**config.mk**
```make
export PLATFORM = sky130hd
export DESIGN_NAME = regfile_scoreboard_flat
export DESIGN_NICKNAME = d
export VERILOG_FILES = /design/src/rtl/regfile_scoreboard_pkg.sv /design/src/rtl/regfile_scoreboard_if.sv /design/src/rtl/regfile_scoreboard_sb_counter.sv /design/src/rtl/regfile_scoreboard.sv /design/src/flat_wrapper.sv
export SDC_FILE = /design/constraint.sdc
export NUM_CORES = 1
export LEC_CHECK = 0
export ABC_AREA = 1
export CORE_AREA = 5 5 175 177
export DETAILED_ROUTE_END_ITERATION = 16
export DIE_AREA = 0 0 180 182
export PLACE_DENSITY_LB_ADDON = 0.15
export REMOVE_ABC_BUFFERS = 1
export SYNTH_ARGS = -nofsm -noshare
export SYNTH_HDL_FRONTEND = slang
export SYNTH_HIERARCHICAL = 1
export SYNTH_SLANG_ARGS = --single-unit
```
**constraint.sdc**
```tcl
create_clock -name clk -period 5 [get_ports clk]
set_input_delay 1 -clock clk [delete_from_list [all_inputs] [get_ports clk]]
set_output_delay 1 -clock clk [all_outputs]
set_load 0.05 [all_outputs]
```
**src/rtl/regfile_scoreboard_pkg.sv**
```systemverilog
// Shared widths and types for the decode-side register file and its write scoreboard.
package regfile_pkg;

  localparam int DATA_W     = 32;
  localparam int REG_ADDR_W = 3;
  localparam int NUM_REGS   = 2 ** REG_ADDR_W;
  localparam int CNT_W      = 2;

  typedef logic [REG_ADDR_W-1:0] reg_idx_t;
  typedef logic [DATA_W-1:0]     word_t;
  typedef logic [CNT_W-1:0]      cnt_t;

  localparam cnt_t CNT_MAX = '1;

endpackage

```
**src/rtl/regfile_scoreboard_if.sv**
```systemverilog
// Issue, operand-read and write-back signals between decode/write-back and the register file.
interface regfile_scoreboard_if;
  import regfile_pkg::*;

  logic     issue_valid;
  logic     rd_en_a;
  reg_idx_t rd_addr_a;
  logic     rd_en_b;
  reg_idx_t rd_addr_b;
  logic     issue_wr_en;
  reg_idx_t issue_dst;
  logic     stall;
  word_t    rd_data_a;
  word_t    rd_data_b;
  logic     wb_en;
  reg_idx_t wb_reg;
  word_t    wb_data;
  logic     flush;
  logic     wb_orphan_err;

  modport master (
    output issue_valid, rd_en_a, rd_addr_a, rd_en_b, rd_addr_b,
    output issue_wr_en, issue_dst, wb_en, wb_reg, wb_data, flush,
    input  stall, rd_data_a, rd_data_b, wb_orphan_err
  );

  modport slave (
    input  issue_valid, rd_en_a, rd_addr_a, rd_en_b, rd_addr_b,
    input  issue_wr_en, issue_dst, wb_en, wb_reg, wb_data, flush,
    output stall, rd_data_a, rd_data_b, wb_orphan_err
  );

endinterface

```
**src/rtl/regfile_scoreboard_sb_counter.sv**
```systemverilog
// Saturating up/down in-flight write counter for one architectural register.
module sb_counter
  import regfile_pkg::*;
(
  input  logic clk,
  input  logic rst_n,
  input  logic clr,
  input  logic inc,
  input  logic dec,
  output cnt_t cnt,
  output logic is_max,
  output logic is_zero
);

  cnt_t cnt_q, cnt_d;

  // Simultaneous inc and dec cancel; saturation guards keep the count from wrapping.
  always_comb begin
    cnt_d = cnt_q;
    if (clr) begin
      cnt_d = '0;
    end else if (inc && !dec && (cnt_q != CNT_MAX)) begin
      cnt_d = cnt_q + cnt_t'(1);
    end else if (dec && !inc && (cnt_q != '0)) begin
      cnt_d = cnt_q - cnt_t'(1);
    end
  end

  always_ff @(posedge clk or negedge rst_n) begin
    if (!rst_n) begin
      cnt_q <= '0;
    end else begin
      cnt_q <= cnt_d;
    end
  end

  assign cnt     = cnt_q;
  assign is_max  = (cnt_q == CNT_MAX);
  assign is_zero = (cnt_q == '0);

endmodule

```
**src/rtl/regfile_scoreboard.sv**
```systemverilog
// 8x32 register file with write-back bypass and a per-register in-flight write scoreboard.
module regfile_scoreboard
  import regfile_pkg::*;
(
  input  logic               clk,
  input  logic               rst_n,
  regfile_scoreboard_if.slave bus
);

  cnt_t                cnt      [NUM_REGS];
  word_t               regs_rd  [NUM_REGS];
  logic [NUM_REGS-1:0] cnt_max;
  logic [NUM_REGS-1:0] cnt_zero;
  logic [NUM_REGS-1:0] pend;

  logic  stall;
  logic  accept;
  word_t rd_data_a_q, rd_data_a_d;
  word_t rd_data_b_q, rd_data_b_d;
  logic  orphan_q, orphan_d;

  // R0 is constant zero and never tracked.
  assign cnt[0]      = '0;
  assign regs_rd[0]  = '0;
  assign cnt_max[0]  = 1'b0;
  assign cnt_zero[0] = 1'b1;
  assign pend[0]     = 1'b0;

  generate
    for (genvar gi = 1; gi < NUM_REGS; gi++) begin : g_reg
      logic  wb_hit;
      logic  inc;
      logic  dec;
      word_t data_q, data_d;

      assign wb_hit = bus.wb_en && (bus.wb_reg == reg_idx_t'(gi));
      assign inc    = accept && bus.issue_wr_en && (bus.issue_dst == reg_idx_t'(gi));
      assign dec    = wb_hit && !cnt_zero[gi];

      sb_counter u_cnt (
        .clk     (clk),
        .rst_n   (rst_n),
        .clr     (bus.flush),
        .inc     (inc),
        .dec     (dec),
        .cnt     (cnt[gi]),
        .is_max  (cnt_max[gi]),
        .is_zero (cnt_zero[gi])
      );

      // A register whose only outstanding write retires this cycle is readable via bypass.
      assign pend[gi] = !cnt_zero[gi] && !(wb_hit && (cnt[gi] == cnt_t'(1)));

      always_comb begin
        data_d = data_q;
        if (wb_hit) begin
          data_d = bus.wb_data;
        end
      end

      always_ff @(posedge clk or negedge rst_n) begin
        if (!rst_n) begin
          data_q <= '0;
        end else begin
          data_q <= data_d;
        end
      end

      assign regs_rd[gi] = data_q;
    end
  endgenerate

  function automatic word_t operand(
    input logic     en,
    input reg_idx_t addr,
    input logic     wb_en,
    input reg_idx_t wb_reg,
    input word_t    wb_data,
    input word_t    stored
  );
    word_t val;
    val = '0;
    if (en && (addr != '0)) begin
      val = (wb_en && (wb_reg == addr)) ? wb_data : stored;
    end
    return val;
  endfunction

  always_comb begin
    logic hz_a;
    logic hz_b;
    logic hz_waw;
    hz_a   = bus.rd_en_a && pend[bus.rd_addr_a];
    hz_b   = bus.rd_en_b && pend[bus.rd_addr_b];
    hz_waw = bus.issue_wr_en && (bus.issue_dst != '0) && cnt_max[bus.issue_dst];
    stall  = bus.issue_valid && !bus.flush && (hz_a || hz_b || hz_waw);
    accept = bus.issue_valid && !stall && !bus.flush;
  end

  always_comb begin
    rd_data_a_d = rd_data_a_q;
    rd_data_b_d = rd_data_b_q;
    if (accept) begin
      rd_data_a_d = operand(bus.rd_en_a, bus.rd_addr_a, bus.wb_en, bus.wb_reg,
                            bus.wb_data, regs_rd[bus.rd_addr_a]);
      rd_data_b_d = operand(bus.rd_en_b, bus.rd_addr_b, bus.wb_en, bus.wb_reg,
                            bus.wb_data, regs_rd[bus.rd_addr_b]);
    end
  end

  // A write-back with nothing in flight points at a tracking bug upstream; latch it.
  always_comb begin
    orphan_d = orphan_q;
    if (bus.wb_en && (bus.wb_reg != '0) && cnt_zero[bus.wb_reg] && !bus.flush) begin
      orphan_d = 1'b1;
    end
  end

  always_ff @(posedge clk or negedge rst_n) begin
    if (!rst_n) begin
      rd_data_a_q <= '0;
      rd_data_b_q <= '0;
      orphan_q    <= 1'b0;
    end else begin
      rd_data_a_q <= rd_data_a_d;
      rd_data_b_q <= rd_data_b_d;
      orphan_q    <= orphan_d;
    end
  end

  assign bus.stall         = stall;
  assign bus.rd_data_a     = rd_data_a_q;
  assign bus.rd_data_b     = rd_data_b_q;
  assign bus.wb_orphan_err = orphan_q;

endmodule

```
**src/flat_wrapper.sv**
```systemverilog
// flat-port wrapper written by rule: the top's interface ports become plain ports
module regfile_scoreboard_flat import regfile_pkg::*;
  (clk, rst_n, bus_issue_valid, bus_rd_en_a, bus_rd_addr_a, bus_rd_en_b, bus_rd_addr_b, bus_issue_wr_en, bus_issue_dst, bus_wb_en, bus_wb_reg, bus_wb_data, bus_flush, bus_stall, bus_rd_data_a, bus_rd_data_b, bus_wb_orphan_err);
  regfile_scoreboard_if bus_i ();
  input  logic clk;
  input  logic rst_n;
  input wire logic [$bits(bus_i.issue_valid)-1:0] bus_issue_valid;
  input wire logic [$bits(bus_i.rd_en_a)-1:0] bus_rd_en_a;
  input wire logic [$bits(bus_i.rd_addr_a)-1:0] bus_rd_addr_a;
  input wire logic [$bits(bus_i.rd_en_b)-1:0] bus_rd_en_b;
  input wire logic [$bits(bus_i.rd_addr_b)-1:0] bus_rd_addr_b;
  input wire logic [$bits(bus_i.issue_wr_en)-1:0] bus_issue_wr_en;
  input wire logic [$bits(bus_i.issue_dst)-1:0] bus_issue_dst;
  input wire logic [$bits(bus_i.wb_en)-1:0] bus_wb_en;
  input wire logic [$bits(bus_i.wb_reg)-1:0] bus_wb_reg;
  input wire logic [$bits(bus_i.wb_data)-1:0] bus_wb_data;
  input wire logic [$bits(bus_i.flush)-1:0] bus_flush;
  output wire logic [$bits(bus_i.stall)-1:0] bus_stall;
  output wire logic [$bits(bus_i.rd_data_a)-1:0] bus_rd_data_a;
  output wire logic [$bits(bus_i.rd_data_b)-1:0] bus_rd_data_b;
  output wire logic [$bits(bus_i.wb_orphan_err)-1:0] bus_wb_orphan_err;
  assign bus_i.issue_valid = bus_issue_valid;
  assign bus_i.rd_en_a = bus_rd_en_a;
  assign bus_i.rd_addr_a = bus_rd_addr_a;
  assign bus_i.rd_en_b = bus_rd_en_b;
  assign bus_i.rd_addr_b = bus_rd_addr_b;
  assign bus_i.issue_wr_en = bus_issue_wr_en;
  assign bus_i.issue_dst = bus_issue_dst;
  assign bus_i.wb_en = bus_wb_en;
  assign bus_i.wb_reg = bus_wb_reg;
  assign bus_i.wb_data = bus_wb_data;
  assign bus_i.flush = bus_flush;
  assign bus_stall = bus_i.stall;
  assign bus_rd_data_a = bus_i.rd_data_a;
  assign bus_rd_data_b = bus_i.rd_data_b;
  assign bus_wb_orphan_err = bus_i.wb_orphan_err;
  regfile_scoreboard u_core (.clk(clk), .rst_n(rst_n), .bus(bus_i));
endmodule
```
==> metrics.yaml <==
status: "complete, no violations"
cap_violations: 0
cp_slowest_cell: "clkdlybuf4s50_1"
max_stage_delay_ps: 470
end_kind: "output port"
ys_seq_elements: 303
fmax_ghz: 0.240
hold_buffers: 0
top_level_ports: 118
setup-tns-final_ps: 0
synth_top_cell_area_share: 0.445
yosys.area.top_type: "dfrtp_1"
p_int_mw: 5.01
drt_iter0_drc: 2110
vias: 17200
synth_seq_area_share: 0.445
timing.hold.ws_ps: 465
r2r-start: "u_core/g_reg[5].u_cnt/cnt[0]"
die_y_um: 182
max-slew-margin-rel: 0.295
clk_latency_ps: 530
clk_pin_slew_worst_paths_ps: 60
cts.sinks: 303
seqPwrFrac: 0.424
dr.pass1.iters: 6
die_x_um: 180
cts_setup_buffers: 0
grt_pass1_vias: 16900
p_leak_nw: 9.21
setup_viol: 0
grt-ovfl-total: 0
rsz0062_at_grt: "no"
drt-total-wl_mm: 55.0
cts_buffers: 35
gp_congestion: 0.894
fin_nets: 2470
h-tree-depth: 2
cts_buffer_depth: 3
holdCritPathClass: "flip-flop to flip-flop"
period_minus_slack_ps: 4170
ant_nets: 0
sw_frac_of_total: 0.330
ctsRootBufferMaster: "clkbuf_16"
worstPathArrival_ps: 3170
combPwrFrac: 0.231
synth.area.top_cells: "dfrtp_1, nand2_1, o21ai_0"
port_buffers: 117
cp_max_fo: 5
slew_viol_final: 0
crit_type: "input port to output port"
cp.required_ps: 4000
wl_per_cell_um: 19.4
critical_path.most_common_cell: "nand2_1"
die-area_um2: 32800
synthToLayoutAreaGrowth_pct: 14.4
worst_pin_slew_ps: 1060
initial_core_util: 0.585
drive_gt1_frac: 0.0693
cts_resized: 0
start_kind: "input port"
final-hold-violation-count: 0
grtUsageTotal: 0.332
cellPowerDensity_nw_per_um2: 384
synth_edf_count: 0
synth_ff_type: "dfrtp_1"
drc: 0
ys_warn_count: 6
holdCritStartpoint: "u_core/bus.rd_data_b[18]"
postLayoutCoreUtil: 0.670
cts_tree: "done"
vias_per_cell: 6.08
async_reset_ff_frac: 1.00
critPathBufInv: 4
crit_chain: "clkdlybuf4s50_1 -> nand2_1 -> inv_1 -> nand3_1 -> nand3_1 -> nand2_1 -> nand2_1 -> a21oi_1 -> a21oi_4 -> nand2_1 -> nand2_1 -> inv_1 -> buf_12"
synth_area_um2: 17000
hpwl_mm: 31.4
ir_worst_vdd_mv: 0.281
clockPowerShare: 0.345
core_um2: 29100
grt_start_max_net_pins: 109
num_rows: 63
post-route-period-util: 0.834
fin_skew_ps: 13.3
setup.worst_path.start: "bus_wb_reg[2]"
netlist_instances: 2399
antenna_found_initial: 1
synth_area_per_cell_um2: 7.10
p_sw_mw: 2.47
grt_pass1_wl_mm: 89.4
critical_path.top_delay_family: "buffers and inverters"
synth.distinct_cells: 30
power groups by stage:
stage,combinational (mW),clock [mW],sequential (mW)
2_1_floorplan,0.791,0,3.44
3_3_place_gp,1.66,0,3.18
3_5_place_dp,1.71,0,3.20
4_1_cts,1.72,2.60,3.16
5_1_grt,1.92,2.71,3.22
6_report,1.73,2.58,3.17
cell usage after synthesis, drive strengths merged, types with 3 or more instances:
master	count
a21oi	203
o21ai	398
buf	48
nand2	711
inv	175
a31oi	3
nor2	170
clkinv	3
a211oi	33
nor3	19
nand3	82
o211ai	36
nand4	80
clkbuf	129
dfrtp	303
final timing paths:
| path | endpoint | slack (ps) | cells after the start |
|---|---|---|---|
| setup / recovery | bus_stall | 830 | 13 |
| hold / removal | u_core/bus.rd_data_b[18] | 470 | 2 |
| setup reg to reg | u_core/g_reg[2].u_cnt/cnt[0] | 1790 | 14 |
| hold reg to reg | u_core/bus.rd_data_b[18] | 470 | 2 |
| max in group asynchronous | u_core/g_reg[6].data_q[28] | 3330 | 2 |
| min in group asynchronous | u_core/g_reg[4].data_q[6] | 540 | 1 |
routing by layer:
layer,wire length [µm],track usage
met2,25200,0.537
met3,5570,0.0697
met4,2690,0.151
met5,0,0
met1,21600,0.431
worst register-to-register path: stages, from the launching register on:
cell and delay, ps:
dfrtp_1 430, nor2_1 320, inv_1 100, nand3_1 90, nand2_1 60, nand2_1 60
a21oi_1 130, a21oi_4 150, buf_4 690, nand4_4 280, nor2_1 370, nand3_2 170
a21oi_2 190, nand2_1 70, nand2_1 60
sequential cells by signal, summed over array words and instances (netlist names):
register	cells
u_core/bus.rd_data_a	32
u_core/bus.rd_data_b	32
u_core/bus.wb_orphan_err	1
u_core/g.data_q	224
u_core/g.u_cnt/cnt	14
kinds of logic after synthesis:
group / count (synthesis) / share of synthesized area
buffers and inverters: 355 / 0.0821
AOI/OAI and AO/OA: 677 / 0.212
and+or+nand+nor: 1062 / 0.260
DFF: 303 / 0.445
xor gates and xnor gates: 2 / 0.00103
layout make-up:
| cell class | instances | area [µm²] |
|---|---|---|
| multi-input cells | 1741 | 8090 |
| clock buffers | 47 | 992 |
| clock inverters | 12 | 153 |
| diodes | 1 | 2.50 |
| fillers | 2478 | 9610 |
| repair buffers | 159 | 1500 |
| flip-flops and latches | 303 | 7580 |
| inverters | 178 | 668 |
| well taps | 390 | 488 |
per-stage QoR:
step	power, mW	setup slack [ps]	area (µm²)	instances
floorplan	4.23	-1350	16300	2222
global placement	4.84	670	18300	2771
global route	7.85	651	19500	2831
detailed placement	4.90	544	18300	2771
CTS	7.48	812	19500	2830
finish	7.48	832	19500	2831
cell usage in the layout, fill, tap and decap left out, drive strengths merged:
cell | Yosys | layout
nand2 | 711 | 711
o21ai | 398 | 398
dfrtp | 303 | 303
a21oi | 203 | 203
inv | 175 | 175
nor2 | 170 | 170
clkdlybuf4s50 | 0 | 111
nand3 | 82 | 82
nand4 | 80 | 80
buf | 48 | 48
clkbuf | 129 | 47
o211ai | 36 | 36
a211oi | 33 | 33
nor3 | 19 | 19
clkinv | 3 | 11
bufinv | 0 | 3
a31oi | 3 | 3
xnor2 | 2 | 2
o221ai | 2 | 2
diode | 0 | 1
clkinvlp | 0 | 1
o22ai | 1 | 1
o2111ai | 1 | 1
(Power assumes the default switching activity.)
